==> config.mk <==
export PLATFORM = sky130hd
export DESIGN_NAME = irq_source_arbiter
export DESIGN_NICKNAME = d
export VERILOG_FILES = /design/src/rtl/irq_source_arbiter.sv
export SDC_FILE = /design/constraint.sdc
export NUM_CORES = 1
export LEC_CHECK = 0
export ABC_AREA = 1
export BUFFER_PORTS_ARGS = -buffer_cell sky130_fd_sc_hd__buf_4
export CAP_MARGIN = 30
export CORE_ASPECT_RATIO = 0.7
export CORE_MARGIN = 5
export CORE_UTILIZATION = 50
export CTS_BUF_LIST = sky130_fd_sc_hd__clkbuf_16
export CTS_CLUSTER_DIAMETER = 50
export DETAILED_ROUTE_END_ITERATION = 8
export MAX_ROUTING_LAYER = met4
export PLACE_DENSITY_LB_ADDON = 0.3
export SYNTH_ARGS = -nofsm -noshare
export SYNTH_HDL_FRONTEND = slang
export SYNTH_SLANG_ARGS = --single-unit
==> constraint.sdc <==
create_clock -name clk_i -period 3.83 [get_ports clk_i]
set_clock_uncertainty 0.15 [all_clocks]
set_input_delay 0.1915 -clock clk_i [delete_from_list [all_inputs] [get_ports clk_i]]
set_output_delay 0.1915 -clock clk_i [all_outputs]
set_load 0.02 [all_outputs]
==> src/rtl/irq_source_arbiter.sv <==
// Interrupt source arbiter: synchronizes, edge/level-qualifies and prioritizes N_SRC lines
// and hands one request at a time to the interrupt controller. Macro: IRQ_SRC_SYNC_EN.
module irq_source_arbiter #(
   parameter int          N_SRC       = 16,
   parameter int          SYNC_STAGES = 2,
   parameter logic [31:0] CAUSE_BASE  = 32'h8000_0010
) (
   input  logic                     clk_i,
   input  logic                     rst_ni,
   input  logic [N_SRC-1:0]         irq_src_i,
   input  logic [N_SRC-1:0]         irq_en_i,
   input  logic [N_SRC-1:0]         irq_edge_i,
   input  logic                     irq_ack_i,
   input  logic                     irq_ret_i,
   output logic                     irq_req_o,
   output logic [$clog2(N_SRC)-1:0] irq_id_o,
   output logic [31:0]              irq_cause_o,
   output logic                     irq_busy_o
);

   localparam int ID_W = $clog2(N_SRC);

   typedef enum logic [1:0] {
      IDLE    = 2'd0,
      REQ     = 2'd1,
      SERVICE = 2'd2
   } state_e;

   state_e             state_q, state_d;
   logic               req_q, req_d;
   logic               busy_q, busy_d;
   logic [ID_W-1:0]    id_q, id_d;
   logic [N_SRC-1:0]   pend_q, pend_d;
   logic [N_SRC-1:0]   prev_q;
   logic [N_SRC-1:0]   sync_s;
   logic [N_SRC-1:0]   masked_s;
   logic [N_SRC-1:0]   ack_clr_s;
   logic               ack_take_s;
   logic               cand_vld_s;
   logic [ID_W-1:0]    cand_id_s;

   // Without a real synchronizer the stage count has no effect; this only keeps it referenced.
   if (SYNC_STAGES < 1) begin : g_sync_stages_invalid
   end

`ifdef IRQ_SRC_SYNC_EN
   logic [N_SRC-1:0] sync_q [SYNC_STAGES];

   // Multi-flop synchronizer chain for the raw asynchronous lines.
   always_ff @(posedge clk_i or negedge rst_ni) begin
      if (!rst_ni) begin
         for (int i = 0; i < SYNC_STAGES; i++) begin
            sync_q[i] <= '0;
         end
      end else begin
         sync_q[0] <= irq_src_i;
         for (int i = 1; i < SYNC_STAGES; i++) begin
            sync_q[i] <= sync_q[i-1];
         end
      end
   end

   assign sync_s = sync_q[SYNC_STAGES-1];
`else
   assign sync_s = irq_src_i;
`endif

   assign masked_s  = pend_q & irq_en_i;
   assign ack_clr_s = ack_take_s ? ({{(N_SRC-1){1'b0}}, 1'b1} << id_q) : {N_SRC{1'b0}};

   // Fixed-priority pick: lowest enabled pending index wins.
   always_comb begin
      cand_vld_s = |masked_s;
      cand_id_s  = {ID_W{1'b0}};
      for (int k = N_SRC - 1; k >= 0; k--) begin
         cand_id_s = masked_s[k] ? ID_W'(k) : cand_id_s;
      end
   end

   // Pending update; a new edge beats a simultaneous acknowledge clear.
   always_comb begin
      pend_d = pend_q;
      for (int k = 0; k < N_SRC; k++) begin
         if (irq_edge_i[k]) begin
            pend_d[k] = (sync_s[k] & ~prev_q[k]) | (pend_q[k] & ~ack_clr_s[k]);
         end else begin
            pend_d[k] = sync_s[k];
         end
      end
   end

   // Request/service FSM; id is frozen outside IDLE so arbitration is non-preemptive.
   always_comb begin
      state_d    = state_q;
      req_d      = req_q;
      busy_d     = busy_q;
      id_d       = id_q;
      ack_take_s = 1'b0;
      case (state_q)
         IDLE: begin
            if (cand_vld_s) begin
               state_d = REQ;
               req_d   = 1'b1;
               id_d    = cand_id_s;
            end else begin
               req_d   = 1'b0;
            end
         end
         REQ: begin
            if (irq_ack_i) begin
               state_d    = SERVICE;
               req_d      = 1'b0;
               busy_d     = 1'b1;
               ack_take_s = 1'b1;
            end else if (!masked_s[id_q]) begin
               state_d = IDLE;
               req_d   = 1'b0;
            end else begin
               req_d   = 1'b1;
            end
         end
         SERVICE: begin
            if (irq_ret_i) begin
               state_d = IDLE;
               busy_d  = 1'b0;
            end else begin
               busy_d  = 1'b1;
            end
         end
         default: begin
            state_d = IDLE;
            req_d   = 1'b0;
            busy_d  = 1'b0;
         end
      endcase
   end

   // State, pending, edge history and registered outputs.
   always_ff @(posedge clk_i or negedge rst_ni) begin
      if (!rst_ni) begin
         state_q <= IDLE;
         req_q   <= 1'b0;
         busy_q  <= 1'b0;
         id_q    <= {ID_W{1'b0}};
         pend_q  <= {N_SRC{1'b0}};
         prev_q  <= {N_SRC{1'b0}};
      end else begin
         state_q <= state_d;
         req_q   <= req_d;
         busy_q  <= busy_d;
         id_q    <= id_d;
         pend_q  <= pend_d;
         prev_q  <= sync_s;
      end
   end

   assign irq_req_o   = req_q;
   assign irq_busy_o  = busy_q;
   assign irq_id_o    = id_q;
   assign irq_cause_o = CAUSE_BASE + {{(32-ID_W){1'b0}}, id_q};

endmodule

==> results_tabular.tex <==
\begin{tabular}{lr}
\hline
Metric & Value \\
\hline
\multicolumn{2}{l}{\textbf{Synth}} \\
\quad Cell taking the most area after synthesis & sky130\_fd\_sc\_hd\_\_dfrtp\_1 \\
\quad Distinct cell type count of the synthesized netlist & 23 \\
\quad Most area-consuming cells after synthesis & sky130\_fd\_sc\_hd\_\_dfrtp\_1 47\%, sky130\_fd\_sc\_hd\_\_nand2\_1 21\%, sky130\_fd\_sc\_hd\_\_buf\_4 11\% \\
\quad Synth Warn \# & 0 \\
\quad Portion of synthesized cell area occupied by the leading cell type & 46.67\% \\
\quad Portion of the post-synthesis area used by sequential elements & 46.67\% \\
\quad Number of cells produced by synthesis & 278 \\
\quad \#FFs+latches synth & 40 \\
\quad Mapped Avg Cell Area & 7.714 um2 \\
\quad Synthesized cell area & 0.002145 mm2 \\
\multicolumn{2}{l}{\textbf{Placed design}} \\
\quad Port bufs & 61 \\
\quad DPL Wire Length & 4.161 mm \\
\quad Final RePlAce weighted congestion & 0.9218 \\
\quad Place WS & 2.079 ns \\
\multicolumn{2}{l}{\textbf{Final layout}} \\
\quad Number of nets in the layout & 412 \\
\quad Fillers & 344 \\
\quad Combined area of the multi-input logic cells & 944.7 um2 \\
\quad Share of post-route cells with drive strength above 1 & 21.23\% \\
\quad Core occupancy in the finished layout & 70.12\% \\
\quad Antenna cells & 0 \\
\quad Synth-to-Final Area Change & 32.15\% \\
\quad Commonest non-fill, non-tap cell in the layout & sky130\_fd\_sc\_hd\_\_nand2\_1 \\
\quad Most frequent cells in the layout & 120 x sky130\_fd\_sc\_hd\_\_nand2\_1, 61 x sky130\_fd\_sc\_hd\_\_buf\_4, 40 x sky130\_fd\_sc\_hd\_\_dfrtp\_1, 28 x sky130\_fd\_sc\_hd\_\_conb\_1, 20 x sky130\_fd\_sc\_hd\_\_nor2\_1 \\
\quad Footprint of the flip-flops and latches & 0.001001 mm2 \\
\multicolumn{2}{l}{\textbf{Setup path}} \\
\quad Crit path max fanout & 7 \\
\quad Type of the worst setup path & register to register \\
\quad Required time of the critical path & 3.89 ns \\
\quad Setup crit start kind & register \\
\quad R2R cell count & 9 \\
\quad Data arrival time of the worst path & 1.87 ns \\
\quad Type of destination of the critical path & register \\
\multicolumn{2}{l}{\textbf{Clock tree}} \\
\quad Post-CTS setup repair buffer count & 0 \\
\quad Clk pin slew, worst setup/hold paths & 0.06 ns \\
\quad Total of hold buffers inserted after clock tree synthesis & 17 \\
\quad Max H-tree Level & 2 \\
\quad Number of clock buffers inserted by TritonCTS & 5 \\
\quad Clock tree from TritonCTS & done \\
\quad Worst-skew pair later-pin latency & 0.28 ns \\
\quad TritonCTS Sinks & 40 \\
\quad CTS Root Cell & sky130\_fd\_sc\_hd\_\_clkbuf\_16 \\
\quad Maximum buffer depth of the clock tree & 2 \\
\quad Count of cells resized by post-cts repair & 0 \\
\multicolumn{2}{l}{\textbf{Die}} \\
\quad Initial core utilization & 53.07\% \\
\quad Area of the core region & 0.004041 mm2 \\
\quad Vertical die dimension & 64.80 um \\
\quad Die outline width & 88.28 um \\
\quad IO Pins & 90 \\
\quad Number of standard-cell rows in the floorplan & 19 \\
\quad Full die area & 0.005720 mm2 \\
\multicolumn{2}{l}{\textbf{Timing}} \\
\quad WHS & 0.01223 ns \\
\quad Achievable Freq & 553.0 MHz \\
\quad Least-Margin Pin Slew & 0.5078 ns \\
\quad Post-route minimum period & 1.808 ns \\
\quad RSZ-0062 raised after global routing & no \\
\quad Final setup vio count & 0 \\
\quad Slew margin rel. & 66.15\% \\
\quad Final hold violations & 0 \\
\quad Part of the cycle the worst path needs & 47.22\% \\
\quad Worst-case setup margin in the final layout & 2.022 ns \\
\quad Total negative slack for setup checks & 0 ns \\
\quad Number of max-slew violations in the final report & 0 \\
\multicolumn{2}{l}{\textbf{Detailed routing}} \\
\quad Routed WL & 5.553 mm \\
\quad First-pass iteration count of the detailed router & 4 \\
\quad Detail-routed via count per cell & 4.846 \\
\quad Wire per inst & 13.54 um \\
\quad DRC & 0 \\
\quad Antenna viol nets, final & 0 \\
\quad Vias & 1,987 \\
\quad Violation count after the first detailed-routing iteration & 88 \\
\multicolumn{2}{l}{\textbf{Global route}} \\
\quad Global-route wire length before repair & 8.631 mm \\
\quad GRT overflow & 0 \\
\quad Via count of the first global-routing pass & 1,898 \\
\quad Initial antenna violation count & 0 \\
\quad All-Layer GR Usage & 19.77\% \\
\quad Maximum number of pins on one net before global-route repair & 41 \\
\multicolumn{2}{l}{\textbf{Power}} \\
\quad Power density cells & 547.1 mW/mm2 \\
\quad Cell leakage power & 0.001499 uW \\
\quad Maximum vdd ir drop & 0.3821 mV \\
\multicolumn{2}{l}{\textbf{Hold path}} \\
\quad Cell depth of the worst hold path & 3 \\
\quad Class of the worst hold path & input port to register \\
\multicolumn{2}{l}{\textbf{Flow run}} \\
\quad MaxCap Viol Count & 0 \\
\multicolumn{2}{l}{\textbf{Outcome}} \\
\quad Run status & finished, final reports clean \\
\hline
\end{tabular}
-- metrics by stage --
stage               total power (uW)  std cells  cell area (um2)
floorplan                      960.2        304             2242
global placement                1132        385             2525
detailed placement              1141        385             2525
CTS                             1559        410             2834
global route                    1644        410             2834
finish                          1551        410             2834
-- final cells by class --
cell class | count | share of cell area [%]
timing repair buffer | 78 | 22.16
clock buffer | 5 | 4.415
inverter | 15 | 1.987
sequential | 40 | 35.32
clock inverter | 3 | 0.4857
multi-input combinational | 217 | 33.33
tap | 52 | 2.296
-- final timing paths --
check | from | to | slack, ns
max | irq_id_o[0] | state_q[0] | 2.02
min in group asynchronous | rst_ni | state_q[0] | 0.29
min | irq_edge_i[13] | pend_q[13] | 0.01
max in group asynchronous | rst_ni | pend_q[8] | 2.88
max reg2reg | irq_id_o[0] | state_q[0] | 2.02
min reg2reg | prev_q[1] | pend_q[1] | 0.34
-- kinds of logic after synthesis --
group / Yosys count / share of synthesized area [%]
buffers and inverters: 47 / 13.83
adder cells (fa/ha/maj): 3 / 1.750
other: 2 / 0.3502
AO/OA/AOI/OAI: 37 / 10.33
flip-flops: 40 / 46.67
AND/OR/NAND/NOR: 149 / 27.07
-- critical path, cell delays in order (launching register included) --
cell	delay (ns)
sky130_fd_sc_hd__dfrtp_1	0.45
sky130_fd_sc_hd__nand2_1	0.13
sky130_fd_sc_hd__inv_1	0.13
sky130_fd_sc_hd__nand2_1	0.08
sky130_fd_sc_hd__nand4_1	0.12
sky130_fd_sc_hd__o211ai_1	0.22
sky130_fd_sc_hd__nand4_1	0.16
sky130_fd_sc_hd__nand2_2	0.15
sky130_fd_sc_hd__nor2_2	0.05
sky130_fd_sc_hd__a21oi_2	0.09
-- cells in the mapped netlist (all sizes together) --
cell       n
a21o       2
a21oi      8
a22oi      1
a31oi      1
buf       32
conb       2
dfrtp     40
ha         3
inv       15
nand2    121
nand3      1
nand4      4
nor2      23
o2111ai    1
o211ai     6
o21ai     15
o22ai      2
o31ai      1
-- registers in the layout, summed over array words and instances (netlist names) --
name and count:
pend_q 16, irq_id_o 4, state_q 2, irq_busy_o 1, prev_q 16, irq_req_o 1
-- metal layers --
| layer | up-vias | GRT usage, % | share of wire, % |
|---|---|---|---|
| met2 | 82 | 30.50 | 47 |
| met4 | 0 | 3.774 | 0.68 |
| met1 | 915 | 27.06 | 44 |
| met3 | 4 | 4.430 | 8.2 |
| li1 | 986 | - | - |
| met5 | - | - | 0 |
-- where the power goes --
part           internal, uW  switching, uW
clock                   236            156
combinational           226            384
sequential              487           60.8
total                   949            601
Note: power is estimated with default switching activity, not from simulation.
